--- config.mk ---
export PLATFORM = sky130hd
export DESIGN_NAME = load_extend_unit
export DESIGN_NICKNAME = d
export VERILOG_FILES = /design/src/rtl/load_extend_unit.sv
export SDC_FILE = /design/constraint.sdc
export NUM_CORES = 1
export LEC_CHECK = 0
export ABC_AREA = 1
export BUFFER_PORTS_ARGS = -buffer_cell sky130_fd_sc_hd__buf_4
export CORE_ASPECT_RATIO = 0.75
export CORE_UTILIZATION = 45
export CTS_BUF_LIST = sky130_fd_sc_hd__clkbuf_4
export CTS_CLUSTER_DIAMETER = 80
export DETAILED_ROUTE_END_ITERATION = 6
export PLACE_DENSITY = 0.74
export SYNTH_ARGS = -nofsm -noshare
export SYNTH_HDL_FRONTEND = slang
export SYNTH_SLANG_ARGS = --single-unit
--- constraint.sdc ---
create_clock -name clock -period 6.3 [get_ports clock]
set_input_delay 0.315 -clock clock [delete_from_list [all_inputs] [get_ports clock]]
set_output_delay 0.315 -clock clock [all_outputs]
set_load 0.02 [all_outputs]
--- src/rtl/load_extend_unit.sv ---
// load_extend_unit: formats memory read data into a register write-back value.
// It selects a byte, halfword or word at any byte offset, then sign- or
// zero-extends it. A load that crosses a word boundary is built from two beats.
module load_extend_unit #(
   parameter int unsigned DATA_WIDTH       = 32,
   parameter bit          ALLOW_MISALIGNED = 1'b1,
   parameter int unsigned OFS_W            = $clog2(DATA_WIDTH / 8)
) (
   input  logic                  clock,
   input  logic                  reset,
   input  logic                  in_valid,
   output logic                  in_ready,
   input  logic [DATA_WIDTH-1:0] in_data,
   input  logic [OFS_W-1:0]      in_offset,
   input  logic [2:0]            in_control,
   output logic                  need_second,
   output logic                  out_valid,
   input  logic                  out_ready,
   output logic [DATA_WIDTH-1:0] out_data,
   output logic                  out_misaligned,
   output logic                  out_fault
);

   localparam int unsigned BYTES = DATA_WIDTH / 8;
   localparam int unsigned IW    = $clog2(2 * DATA_WIDTH);

   typedef enum logic {
      IDLE,
      WAIT2
   } state_t;

   state_t                state_q;
   logic [DATA_WIDTH-1:0] first_q;
   logic [OFS_W-1:0]      ofs_q;
   logic [2:0]            ctl_q;
   logic                  out_valid_q;
   logic [DATA_WIDTH-1:0] out_data_q;
   logic                  out_mis_q;
   logic                  out_fault_q;

   logic [DATA_WIDTH-1:0]   lo_w;
   logic [DATA_WIDTH-1:0]   hi_w;
   logic [2*DATA_WIDTH-1:0] wide;
   logic [DATA_WIDTH-1:0]   sel;
   logic [OFS_W-1:0]        ofs_e;
   logic [2:0]              ctl_e;
   int unsigned             size_b;
   logic                    straddle;
   logic [DATA_WIDTH-1:0]   ext_data_d;
   logic                    accept;

   // The output register can take a new result whenever it is empty or draining.
   assign in_ready    = !out_valid_q || out_ready;
   assign accept      = in_valid && in_ready;
   assign need_second = (state_q == WAIT2);

   assign out_valid      = out_valid_q;
   assign out_data       = out_data_q;
   assign out_misaligned = out_mis_q;
   assign out_fault      = out_fault_q;

   // Field selection and extension; in WAIT2 the latched first beat and its
   // offset/type are combined with the incoming second beat.
   always_comb begin
      lo_w   = (state_q == WAIT2) ? first_q : in_data;
      hi_w   = (state_q == WAIT2) ? in_data : '0;
      ofs_e  = (state_q == WAIT2) ? ofs_q : in_offset;
      ctl_e  = (state_q == WAIT2) ? ctl_q : in_control;
      wide   = {hi_w, lo_w};
      sel    = '0;
      for (int unsigned i = 0; i < DATA_WIDTH; i++) begin
         sel[i] = wide[IW'(32'(ofs_e) * 8 + i)];
      end
      case (ctl_e)
         3'd1, 3'd3: size_b = 2;
         3'd2, 3'd4: size_b = 1;
         default:    size_b = BYTES;
      endcase
      straddle = (32'(ofs_e) + size_b) > BYTES;
      case (ctl_e)
         3'd1:    ext_data_d = {{(DATA_WIDTH-16){sel[15]}}, sel[15:0]};
         3'd2:    ext_data_d = {{(DATA_WIDTH-8){sel[7]}}, sel[7:0]};
         3'd3:    ext_data_d = {{(DATA_WIDTH-16){1'b0}}, sel[15:0]};
         3'd4:    ext_data_d = {{(DATA_WIDTH-8){1'b0}}, sel[7:0]};
         default: ext_data_d = sel;
      endcase
   end

   // Access FSM and registered result; a load and a drain may share one edge.
   always_ff @(posedge clock or negedge reset) begin
      if (!reset) begin
         state_q     <= IDLE;
         first_q     <= '0;
         ofs_q       <= '0;
         ctl_q       <= '0;
         out_valid_q <= 1'b0;
         out_data_q  <= '0;
         out_mis_q   <= 1'b0;
         out_fault_q <= 1'b0;
      end else if (accept) begin
         if (state_q == WAIT2) begin
            state_q     <= IDLE;
            out_valid_q <= 1'b1;
            out_data_q  <= ext_data_d;
            out_mis_q   <= 1'b1;
            out_fault_q <= 1'b0;
         end else if (straddle && ALLOW_MISALIGNED) begin
            // accept implies any pending result is draining this edge
            state_q     <= WAIT2;
            first_q     <= in_data;
            ofs_q       <= in_offset;
            ctl_q       <= in_control;
            out_valid_q <= 1'b0;
         end else if (straddle) begin
            out_valid_q <= 1'b1;
            out_data_q  <= '0;
            out_mis_q   <= 1'b0;
            out_fault_q <= 1'b1;
         end else begin
            out_valid_q <= 1'b1;
            out_data_q  <= ext_data_d;
            out_mis_q   <= 1'b0;
            out_fault_q <= 1'b0;
         end
      end else if (out_valid_q && out_ready) begin
         out_valid_q <= 1'b0;
      end
   end

endmodule

==> metrics.yaml <==
finalCritPeriodShare: 0.6860
clock_sinks: 72
design.core.area_um2: 11070
routabilityCongestion: 0.9643
rsz0062_at_grt: "false"
synthTopCellsByCount: "416 x nand2_1, 125 x nand3_1, 72 x dfrtp_1"
antennaDiodeCount: 0
setup_ws_ns: 1.979
hold_ws_ns: 0.09716
stdcell_area_um2: 5823
globalRouteTotalUtil: 0.2571
nFillCells: 1182
worst_clock_skew_ns: 0.01860
vias: 5429
cp_max_fo: 37
startpoint: "need_second"
drc_errors: 0
placed_area_um2: 5678
die_y_um: 95.06
routedWlPerCell_um: 14.18
finalHoldViolations: 0
start_kind: "register"
totalPowerFinal_uw: 3115
fmax_mhz: 231.4
ant_nets: 0
power_density_nw_per_um2: 534.9
setup_viol: 0
hold_depth: 3
clock_path_buffers: 2
synthesis.area_um2: 5196
syn_area_per_cell_um2: 6.238
grt_max_degree: 73
finalNetCount: 919
first_pass_iters: 5
cp_top_family: "simple AND/OR/NAND/NOR gates"
synth_nets: 879
timing.reg2reg.setup_slack_ns: 1.98
top_layer: "met4"
cp_cell_sequence: "inv_2 > nand2_1 > nand2_1 > inv_1 > ha_1 > inv_2 > nand3_1 > nand3_1 > nand3_2 > nand3_1 > nand2_1 > nand2_1"
cts_tree: "yes"
ys_ff_latch: 72
drive_gt1_frac: 0.1344
initialDrtViolationCount: 421
p_leak_uw: 0.003334
rows: 33
status: "finished, final reports clean"
cap_viol_max_count: 0
synth_top_area_share: 0.3467
reg2reg_depth: 12
crit_path_top_delay_cell: "nand2_1"
timing.rr.start: "need_second"
antenna_found_initial: 0
clk_pin_slew_ns: 0.13
dp_slack_ns: 2.078
required_ns: 6.69
wl_met2_um: 6620
yosysTopAreaCell: "dfrtp_1"
vias_per_cell: 5.333
post_cts_buffers: 0
synth_seq_area_share: 0.3467
area_growth_pct: 12.06
die_w_um: 126.1
yosysMostFrequentCell: "nand2_1"
critPathArrivalTime_ns: 4.71
grt_pass1_wl_um: 24210
htreeDepth: 3
clock_latency_ns: 0.46
synth_cells: 833
synth_edf_count: 0
setup_tns_ns: 0
ys_types: 31
worst_slew_pin_slew_ns: 0.8888
hold_end: "ctl_q[0]"
cts_root_buf: "clkbuf_4"
ys.flop_type: "dfrtp_1"
period_minus_slack_ns: 4.321
wl_met1_um: 6870
cpMostUsedCell: "nand2_1"
path_class: "register to register"
maxSlewViolCount: 0
io_pins: 78
ys_async_sr_fraction: 1.000
crit_buf_inv: 3
cpPeakStageDelay_ns: 0.64
grt_overflow: 0
slew_headroom: 0.4074
critPathCaptureType: "register"
numCtsBuffers: 9
hold_class: "primary input to register"
min-delay-start: "in_control[0]"
synth_area_leaders: "dfrtp_1 35%, nand2_1 30%, nand3_1 12%, o21ai_0 3.9%, inv_1 3.4%"
place_hpwl_um: 10450
ir_worst_vdd_v: 0.0002196
port_buffers: 76
wl_um: 14430
wl_met3_um: 658
die_area_um2: 11990
yosys_warnings: 0
initial_core_util: 0.4696
r2r_end: "out_data[19]"
grt_pass1_vias: 5065
## flip-flops by register name (all words and copies together), names as in the netlist
| name | flops |
|---|---|
| out_valid | 1 |
| first_q | 32 |
| out_misaligned | 1 |
| out_data | 32 |
| ofs_q | 2 |
| ctl_q | 3 |
| need_second | 1 |
## per-stage QoR
stage | instances | utilization
2_1_floorplan | 833 | -
3_3_place_gp | 1001 | 0.5131
3_5_place_dp | 1001 | 0.5131
4_1_cts | 1018 | 0.5262
5_1_grt | 1018 | 0.5262
6_report | 1018 | 0.5262
## layer usage
metal	vias to the layer above	track usage
li1	2722	-
met1	2519	0.3310
met2	165	0.4420
met3	23	0.04545
met4	0	0.08434
met5	-	0
## placed cells by master, fill, tap and decap left out, types with 2 or more instances in the layout
cell type / Yosys / routed
nand2_1: 416 / 416
nand3_1: 125 / 125
buf_4: 5 / 82
dfrtp_1: 72 / 71
inv_1: 47 / 47
o21ai_0: 40 / 40
o21ai_1: 19 / 19
nor2_1: 10 / 10
clkbuf_4: 0 / 10
a21oi_1: 7 / 7
nand2_2: 6 / 6
o211ai_1: 5 / 5
inv_2: 4 / 4
a22oi_1: 4 / 4
ha_1: 4 / 4
o21ai_2: 3 / 3
nand3_2: 3 / 3
nor2_4: 2 / 2
nand4_1: 2 / 2
a22o_1: 2 / 2
clkinv_2: 0 / 2
## cells by family after synthesis
logic type	synth area share
other	0.0007217
adders and majority gates	0.01348
DFF	0.3467
and+or+nand+nor	0.4522
AOI/OAI and AO/OA	0.08958
buffers and inverters	0.09728
## worst min-delay path: stages
cell and delay, ns:
buf_4 0.09, nand3_1 0.07, nand2_1 0.06
## cell type report
type | count | area [um2] | share of cell area
multi-input cells | 656 | 2893 | 0.4968
well taps | 140 | 175.2 | 0.03008
flip-flops and latches | 72 | 1803 | 0.3096
clock buffers | 10 | 75.07 | 0.01289
inverters | 51 | 191.4 | 0.03288
repair buffers | 83 | 625.6 | 0.1074
clock inverters | 6 | 60.06 | 0.01031
## repair_timing
action / CTS / global route
gates resized for setup: 0 / 0
endpoints found under the hold margin: 12 / 0
hold buffers: 1 / 0
## how the worst max path moves through the flow
stage | cells after the start | end | slack (ns)
2_1_floorplan | 17 | out_data[2] | 3.27
5_1_grt | 12 | out_data[19] | 1.52
4_1_cts | 12 | out_data[19] | 2.02
3_5_place_dp | 12 | out_data[19] | 2.08
3_3_place_gp | 12 | out_data[16] | 2.19
6_report | 12 | out_data[19] | 1.98
## power by group
group          total (uW)  leakage, uW  switching [uW]  internal, uW
Combinational        2000      0.00235            1330           669
Clock                 299    0.0000738             176           123
Sequential            812     0.000907             139           673
(Power assumes the default switching activity.)
